==> config.mk <==
export PLATFORM = sky130hd
export DESIGN_NAME = div_seq_flat
export DESIGN_NICKNAME = d
export VERILOG_FILES = /design/src/rtl/div_pkg.sv /design/src/rtl/div_if.sv /design/src/rtl/div_step.sv /design/src/rtl/div_seq.sv /design/src/flat_wrapper.sv
export SDC_FILE = /design/constraint.sdc
export NUM_CORES = 1
export LEC_CHECK = 0
export ABC_AREA = 1
export BUFFER_PORTS_ARGS = -buffer_cell sky130_fd_sc_hd__buf_2
export CORE_MARGIN = 10
export CORE_UTILIZATION = 58
export CTS_CLUSTER_DIAMETER = 80
export CTS_CLUSTER_SIZE = 12
export DETAILED_ROUTE_END_ITERATION = 8
export GPL_ROUTABILITY_DRIVEN = 0
export PLACE_DENSITY_LB_ADDON = 0.2
export SLEW_MARGIN = 20
export SYNTH_ARGS = -nofsm -noshare
export SYNTH_HDL_FRONTEND = slang
export SYNTH_HIERARCHICAL = 1
export SYNTH_SLANG_ARGS = --single-unit
==> constraint.sdc <==
create_clock -name clk -period 3.05 [get_ports clk]
set_input_delay 0.915 -clock clk [delete_from_list [all_inputs] [get_ports clk]]
set_output_delay 0.915 -clock clk [all_outputs]
set_load 0.1 [all_outputs]
==> src/rtl/div_pkg.sv <==
// Shared definitions for the sequential restoring divider.
package div_pkg;

  // FSM encoding: 2-bit states.
  typedef enum logic [1:0] {
    IDLE = 2'd0,
    STEP = 2'd1,
    DONE = 2'd2
  } state_e;

  // Iteration counter width; counts 0..n-1.
  function automatic int unsigned cnt_w(input int unsigned n);
    return (n > 1) ? $clog2(n) : 1;
  endfunction

endpackage

==> src/rtl/div_if.sv <==
// Valid-strobe operand/result bundle shared by the arithmetic units.
interface div_if #(
  parameter int unsigned N = 32
);
  logic [N-1:0] i_a;
  logic [N-1:0] i_b;
  logic         i_vld;
  logic [N-1:0] o_quot;
  logic [N-1:0] o_rem;
  logic         o_vld;
  logic         o_busy;

  modport master (
    output i_a, i_b, i_vld,
    input  o_quot, o_rem, o_vld, o_busy
  );

  modport slave (
    input  i_a, i_b, i_vld,
    output o_quot, o_rem, o_vld, o_busy
  );
endinterface

==> src/rtl/div_step.sv <==
// One restoring-division iteration on the remainder:quotient shift register.
module div_step #(
  parameter int unsigned N = 32
) (
  input  logic [2*N-1:0] rq,
  input  logic [N-1:0]   divisor,
  output logic [2*N-1:0] rq_next
);

  logic [N:0] t;
  // The partial remainder never exceeds N bits, so the top bit is always zero.
  logic       unused_msb;

  assign unused_msb = rq[2*N-1];

  // Trial subtract; keep the difference and shift in a 1 when it does not borrow.
  always_comb begin
    t = {1'b0, rq[2*N-2:N-1]} - {1'b0, divisor};
    if (!t[N]) begin
      rq_next = {t[N-1:0], rq[N-2:0], 1'b1};
    end else begin
      rq_next = {rq[2*N-2:0], 1'b0};
    end
  end

endmodule

==> src/rtl/div_seq.sv <==
// Multi-cycle restoring divider, one quotient bit per clock, N+2 cycles per operation.
// Optional macro DIV_SIGNED_EN: two's-complement operands with sign fix-up on entry to DONE.
module div_seq
  import div_pkg::*;
#(
  parameter int unsigned N = 32
) (
  input logic  clk,
  input logic  rst_n,
  div_if.slave bus
);

  localparam int unsigned      CNT_W    = cnt_w(N);
  localparam logic [CNT_W-1:0] CNT_LAST = CNT_W'(N - 1);

  state_e           state_q, state_d;
  logic [CNT_W-1:0] cnt_q;
  logic [N-1:0]     divisor_q;
  logic [2*N-1:0]   rq_q, rq_next;
  logic [N-1:0]     quot_q, rem_q;
  logic [N-1:0]     a_mag, b_mag;
  logic [N-1:0]     quot_fix, rem_fix;
  logic             accept, last;

  assign accept = (state_q == IDLE) && bus.i_vld;
  assign last   = (state_q == STEP) && (cnt_q == CNT_LAST);

`ifdef DIV_SIGNED_EN
  logic a_neg_q, q_neg_q, b_zero_q;

  assign a_mag = bus.i_a[N-1] ? -bus.i_a : bus.i_a;
  assign b_mag = bus.i_b[N-1] ? -bus.i_b : bus.i_b;

  // Sign fix-up of the final iteration result; divide by zero is forced to -1 r a.
  always_comb begin
    quot_fix = q_neg_q ? -rq_next[N-1:0] : rq_next[N-1:0];
    if (b_zero_q) begin
      quot_fix = '1;
    end
    rem_fix = a_neg_q ? -rq_next[2*N-1:N] : rq_next[2*N-1:N];
  end

  // Operand sign information captured at accept.
  always_ff @(posedge clk or negedge rst_n) begin
    if (!rst_n) begin
      a_neg_q  <= 1'b0;
      q_neg_q  <= 1'b0;
      b_zero_q <= 1'b0;
    end else if (accept) begin
      a_neg_q  <= bus.i_a[N-1];
      q_neg_q  <= bus.i_a[N-1] ^ bus.i_b[N-1];
      b_zero_q <= (bus.i_b == '0);
    end
  end
`else
  assign a_mag    = bus.i_a;
  assign b_mag    = bus.i_b;
  assign quot_fix = rq_next[N-1:0];
  assign rem_fix  = rq_next[2*N-1:N];
`endif

  div_step #(
    .N(N)
  ) u_step (
    .rq     (rq_q),
    .divisor(divisor_q),
    .rq_next(rq_next)
  );

  // State register.
  always_ff @(posedge clk or negedge rst_n) begin
    if (!rst_n) begin
      state_q <= IDLE;
    end else begin
      state_q <= state_d;
    end
  end

  // Next-state logic.
  always_comb begin
    state_d = state_q;
    unique case (state_q)
      IDLE:    if (bus.i_vld) state_d = STEP;
      STEP:    if (cnt_q == CNT_LAST) state_d = DONE;
      DONE:    state_d = IDLE;
      default: state_d = IDLE;
    endcase
  end

  // Operand load on accept, one restoring step per STEP cycle.
  always_ff @(posedge clk or negedge rst_n) begin
    if (!rst_n) begin
      cnt_q     <= '0;
      divisor_q <= '0;
      rq_q      <= '0;
    end else if (accept) begin
      cnt_q     <= '0;
      divisor_q <= b_mag;
      rq_q      <= {{N{1'b0}}, a_mag};
    end else if (state_q == STEP) begin
      cnt_q     <= cnt_q + CNT_W'(1);
      rq_q      <= rq_next;
    end
  end

  // Result registers, written on the edge that enters DONE.
  always_ff @(posedge clk or negedge rst_n) begin
    if (!rst_n) begin
      quot_q <= '0;
      rem_q  <= '0;
    end else if (last) begin
      quot_q <= quot_fix;
      rem_q  <= rem_fix;
    end
  end

  assign bus.o_quot = quot_q;
  assign bus.o_rem  = rem_q;
  assign bus.o_vld  = (state_q == DONE);
  assign bus.o_busy = (state_q != IDLE);

endmodule

==> src/flat_wrapper.sv <==
// flat-port wrapper written by rule: the top's interface ports become plain ports
module div_seq_flat import div_pkg::*;
#(
  parameter int unsigned N = 32
)
  (clk, rst_n, bus_i_a, bus_i_b, bus_i_vld, bus_o_quot, bus_o_rem, bus_o_vld, bus_o_busy);
  div_if #(.N(N)) bus_i ();
  input logic clk;
  input logic rst_n;
  input wire logic [$bits(bus_i.i_a)-1:0] bus_i_a;
  input wire logic [$bits(bus_i.i_b)-1:0] bus_i_b;
  input wire logic [$bits(bus_i.i_vld)-1:0] bus_i_vld;
  output wire logic [$bits(bus_i.o_quot)-1:0] bus_o_quot;
  output wire logic [$bits(bus_i.o_rem)-1:0] bus_o_rem;
  output wire logic [$bits(bus_i.o_vld)-1:0] bus_o_vld;
  output wire logic [$bits(bus_i.o_busy)-1:0] bus_o_busy;
  assign bus_i.i_a = bus_i_a;
  assign bus_i.i_b = bus_i_b;
  assign bus_i.i_vld = bus_i_vld;
  assign bus_o_quot = bus_i.o_quot;
  assign bus_o_rem = bus_i.o_rem;
  assign bus_o_vld = bus_i.o_vld;
  assign bus_o_busy = bus_i.o_busy;
  div_seq #(.N(N)) u_core (.clk(clk), .rst_n(rst_n), .bus(bus_i));
endmodule
After elaboration in Yosys (flattened, before gate mapping)
Cells that the tools add are included.
{"block": "word_totals", "reg_bits": 166, "input_bits": 67, "elab_cells": 27}
{"block": "classes", "n_addsub": 2, "n_eq_ne": 5, "n_mux": 8, "n_reduce_logical": 6}
{"cell": "two-way mux 63 bit", "count": 2}
{"cell": "two-way mux 64 bit", "count": 1}
{"cell": "subtractor 32 x 32 -> 33 bit", "count": 1}
{"cell": "two-way mux 5 bit", "count": 2}
{"cell": "adder 5 x 1 -> 5 bit (second input constant)", "count": 1}
{"cell": "equality test 5 bit (second input constant)", "count": 1}
{"cell": "two-way mux 2 bit", "count": 2}
{"cell": "case mux 2 bit (2 select lines)", "count": 1}
{"cell": "nonzero test 2 bit", "count": 2}
{"cell": "equality test 2 x 1 -> 1 bit (second input constant)", "count": 1}
{"cell": "equality test 2 bit (second input constant)", "count": 1}
{"cell": "logical AND 1 bit", "count": 2}
{"cell": "zero test 2 bit", "count": 1}
{"cell": "!= test 2 x 1 -> 1 bit (second input constant)", "count": 1}
{"cell": "!= test 2 bit (second input constant)", "count": 1}
{"cell": "AND reduction 2 bit", "count": 1}

Longest topological paths before layout
{"block": "logic_depth", "depth_word": 4, "ltp_mapped": 18, "depth_no_buf": 17}

Modules after synthesis
The synthesis kept the hierarchy.
{"mod": "div_seq", "n_inst": 1, "cells_per_inst": 721, "area_per_inst_um2": 6522.5, "seq_area_each_um2": 4179.0}
{"mod": "div_step", "n_inst": 1, "cells_per_inst": 672, "area_per_inst_um2": 3404.5, "seq_area_each_um2": 0.0}

Least setup slack after synthesis
OpenSTA, ideal clock, no wires.
{"block": "synth_path", "path_kind": "reg2out", "start": "register u_core.state_q[1]", "end": "output bus_o_vld", "t_arrival_ns": 1.712, "t_required_ns": 2.135, "setup_slack_ns": 0.423, "path_stages_with_launch": 3, "path_buffers": 0, "path_cell_list": "dfrtp_1 inv_1 nor2_1"}
{"block": "synth_via", "elab_chain_cells": 1}
{"element": "start: declaration", "line": "div_seq.sv:16", "text": "state_e state_q, state_d;"}
{"element": "start signal: assignment", "line": "div_seq.sv:75", "text": "state_q <= state_d;"}
{"element": "equality test 2 bit", "line": "div_seq.sv:119", "text": "assign bus.o_vld = (state_q == DONE);"}
{"element": "end: declaration", "line": "flat_wrapper.sv:15", "text": "output wire logic [$bits(bus_i.o_vld)-1:0] bus_o_vld;"}
No other way between the ends.

Worst setup path in the final report
{"block": "layout_path", "start": "register u_core.rq_q[31]", "end": "register u_core.rq_q[58]"}
{"block": "layout_via", "elab_chain_cells": 4}
{"element": "start: declaration", "line": "div_seq.sv:19", "text": "logic [2*N-1:0] rq_q, rq_next;"}
{"element": "start signal: assignment", "line": "div_seq.sv:99", "text": "rq_q <= {{N{1'b0}}, a_mag};"}
{"element": "start signal: assignment", "line": "div_seq.sv:102", "text": "rq_q <= rq_next;"}
{"element": "subtractor 32 x 32 -> 33 bit", "line": "div_step.sv:18", "text": "t = {1'b0, rq[2*N-2:N-1]} - {1'b0, divisor};"}
{"element": "two-way mux 64 bit", "line": "div_step.sv:19", "text": "if (!t[N]) begin"}
{"element": "via u_core.rq_next[58]", "line": "div_seq.sv:19"}
{"element": "two-way mux 63 bit", "line": "div_seq.sv:100", "text": "end else if (state_q == STEP) begin"}
{"element": "two-way mux 63 bit", "line": "div_seq.sv:96", "text": "end else if (accept) begin"}
The timed path passes the listed nets, and every way through them passes these cells. The select of a mux whose other input is x is not followed.
A chain may end at the register's enable or synchronous reset.

==> impl_results.md <==
* Post-CTS Setup Repair Bufs at 0
* DPL Wire Length at 16.7 mm
* Fillcell total at 1,493
* Final layout net count at 1,579
* YS warnings at 6
* ANT nets after route at 0
* Clk sink count at 166
* 1st-pass router iterations at 5
* Layout cells sized above 1 at 16.4%
* Post_cts resized at 0
* Critical path capture point type: flop
* TritonCTS clock tree: yes
* Post-CTS Hold Fix Bufs at 0
* Worst Hold Class: input port to asynchronous set/reset pin
* Final hold vios at 0
* Worst Clk Skew at 0.0131 ns
* Clock Tree Buf Depth at 2
* Crit path DAT at 2.92 ns
* Full die area at 0.0227 sq mm
* Chip width at 151 microns
* Initial antenna violation count at 4
* CTS buffer count at 17
* Routed len/inst at 13.8 microns
* Max_slew headroom at 34.3%
* DRT iter0 DRCs at between 500 and 600
* Post-route minimum period at 2.66 ns
* Final period utilization at 87.3%
* Row count at 47
* Buffers on Ports at 132
* CORE AREA at about 0.017 sq mm
* Multi-input logic area at 0.00447 sq mm
* Post-synthesis cell area at 0.00989 sq mm
* Critical path class: flop to flop
* Die Y-Extent at 151 microns
* First-pass GRT wire length at 39.8 mm
* GRT Resource Usage Total at between 20% and 30%
* Initial core utilization at 59.4%
* Clk pin slew, worst setup/hold paths at ~0.060 ns
* Grt total ovfl at 0
* FF/Latch Area at slightly above 0.004 sq mm
* Crit path launch type: flop
* Final setup viols at 0
* Top-level I/O count at 133
* Drc violations at 0
* Fin Setup TNS at 0 ns
* Final WL at 23.6 mm
* Via Count at 8,410
* Skew-Pair Late Insertion Delay at ~0.44 ns
* CTS root buf: clkbuf_16
* Layout area overhead at 11.4%
* Least-Margin Pin Slew at 0.984 ns
* Synthesized Nets at between 1k and 1.5k
* Avg Cell Area, Syn at 7.12 sq um
* Vias/cell at 4.92
* Largest net degree at the start of global routing at 76
* Crit-path max FO at 37
* Required time of the critical path at between 3 and 4 ns
* Unrepaired setup endpoints after global routing: no
* F_max at around 380 MHz
* Htree depth at 4
* Gate Count Post-Synth at 1,390
* Max Cap Violations at 0
* Max-slew violation count at 0
* Vias in the first global route at 8,332
* Status: complete, no violations
## cell type report
class,count,share of cell area [%]
multi-input cells,954,40.5
flip-flops and latches,166,37.7
repair buffers,141,7.12
inverters,197,6.76
clock buffers,18,3.89
well taps,220,2.50
clock inverters,14,1.48
diodes,1,0.0227
## through the flow
stage	cells	hold WS [ns]	util (%)	setup slack, ns	area, sq um
final	1711	0.441	66.2	0.388	11000
after global routing	1710	0.479	66.2	0.172	11000
after CTS	1710	0.462	66.2	0.380	11000
after detailed placement	1678	0.460	62.6	0.420	10400
after global placement	1678	0.458	62.6	0.532	10400
after floorplan	1390	0.448	-	0.423	9890
## state kept, by name (all words and copies together), names as in the netlist
register	flops
u_core/divisor_q	32
u_core/bus.o_quot	32
u_core/rq_q	63
u_core/state_q	2
u_core/cnt_q	5
u_core/bus.o_rem	32
## cells in the final DEF (no fill, tap or decap), types with 2 or more instances in the layout
cell,count
dfrtp_1,166
a21oi_2,3
buf_4,5
nand3_1,62
nand2_2,29
nand2_4,2
inv_6,5
nand2_1,645
inv_8,3
nor3_1,4
nand3_2,9
clkbuf_16,17
o21bai_1,3
clkinv_8,2
inv_2,12
xor2_1,14
nand3b_1,5
inv_1,184
clkinvlp_4,3
nor2_1,39
a21oi_1,19
nand4_1,3
nor2_4,4
buf_12,4
ha_1,34
nor2_2,5
buf_2,131
o21ai_1,7
o21ai_0,56
o21ai_2,4
## final timing paths
kind | start | to | slack (ns) | depth (start not counted)
max in group asynchronous | rst_n | u_core/bus.o_quot[3] | 1.86 | 2
setup reg to reg | u_core/rq_q[31] | u_core/rq_q[58] | 0.39 | 17
min in group clk | u_core/bus.o_quot[7] | u_core/bus.o_quot[7] | 0.48 | 2
hold reg to reg | u_core/bus.o_quot[7] | u_core/bus.o_quot[7] | 0.48 | 2
setup / recovery | u_core/rq_q[31] | u_core/rq_q[58] | 0.39 | 17
hold / removal | rst_n | u_core/divisor_q[9] | 0.44 | 1
## per-layer routing
| metal | part of all wire, % | track usage [%] | vias to the layer above |
|---|---|---|---|
| met5 | 0.17 | 0 | - |
| met4 | 0.91 | 6.11 | 6 |
| met3 | 6.9 | 6.45 | 26 |
| met2 | 47 | 34.9 | 193 |
| met1 | 45 | 27.1 | 3846 |
| li1 | - | - | 4339 |
## worst max-delay path, stage by stage (launching register included)
cell and delay [ns]:
dfrtp_1 0.35, inv_1 0.06, ha_1 0.23, fa_1 0.41
inv_1 0.10, nand3_1 0.08, nand3_2 0.10, nand2_1 0.07
nand2_2 0.09, nand2_2 0.05, nand2_2 0.10, nand2_4 0.07
nand2_8 0.25, inv_6 0.19, nand2_2 0.09, nand2_1 0.06
inv_1 0.07, o21ai_0 0.11
Power is left out: the tool's default activity adds up to more than one toggle a clock period on the data nets, which glitch-free logic cannot reach.
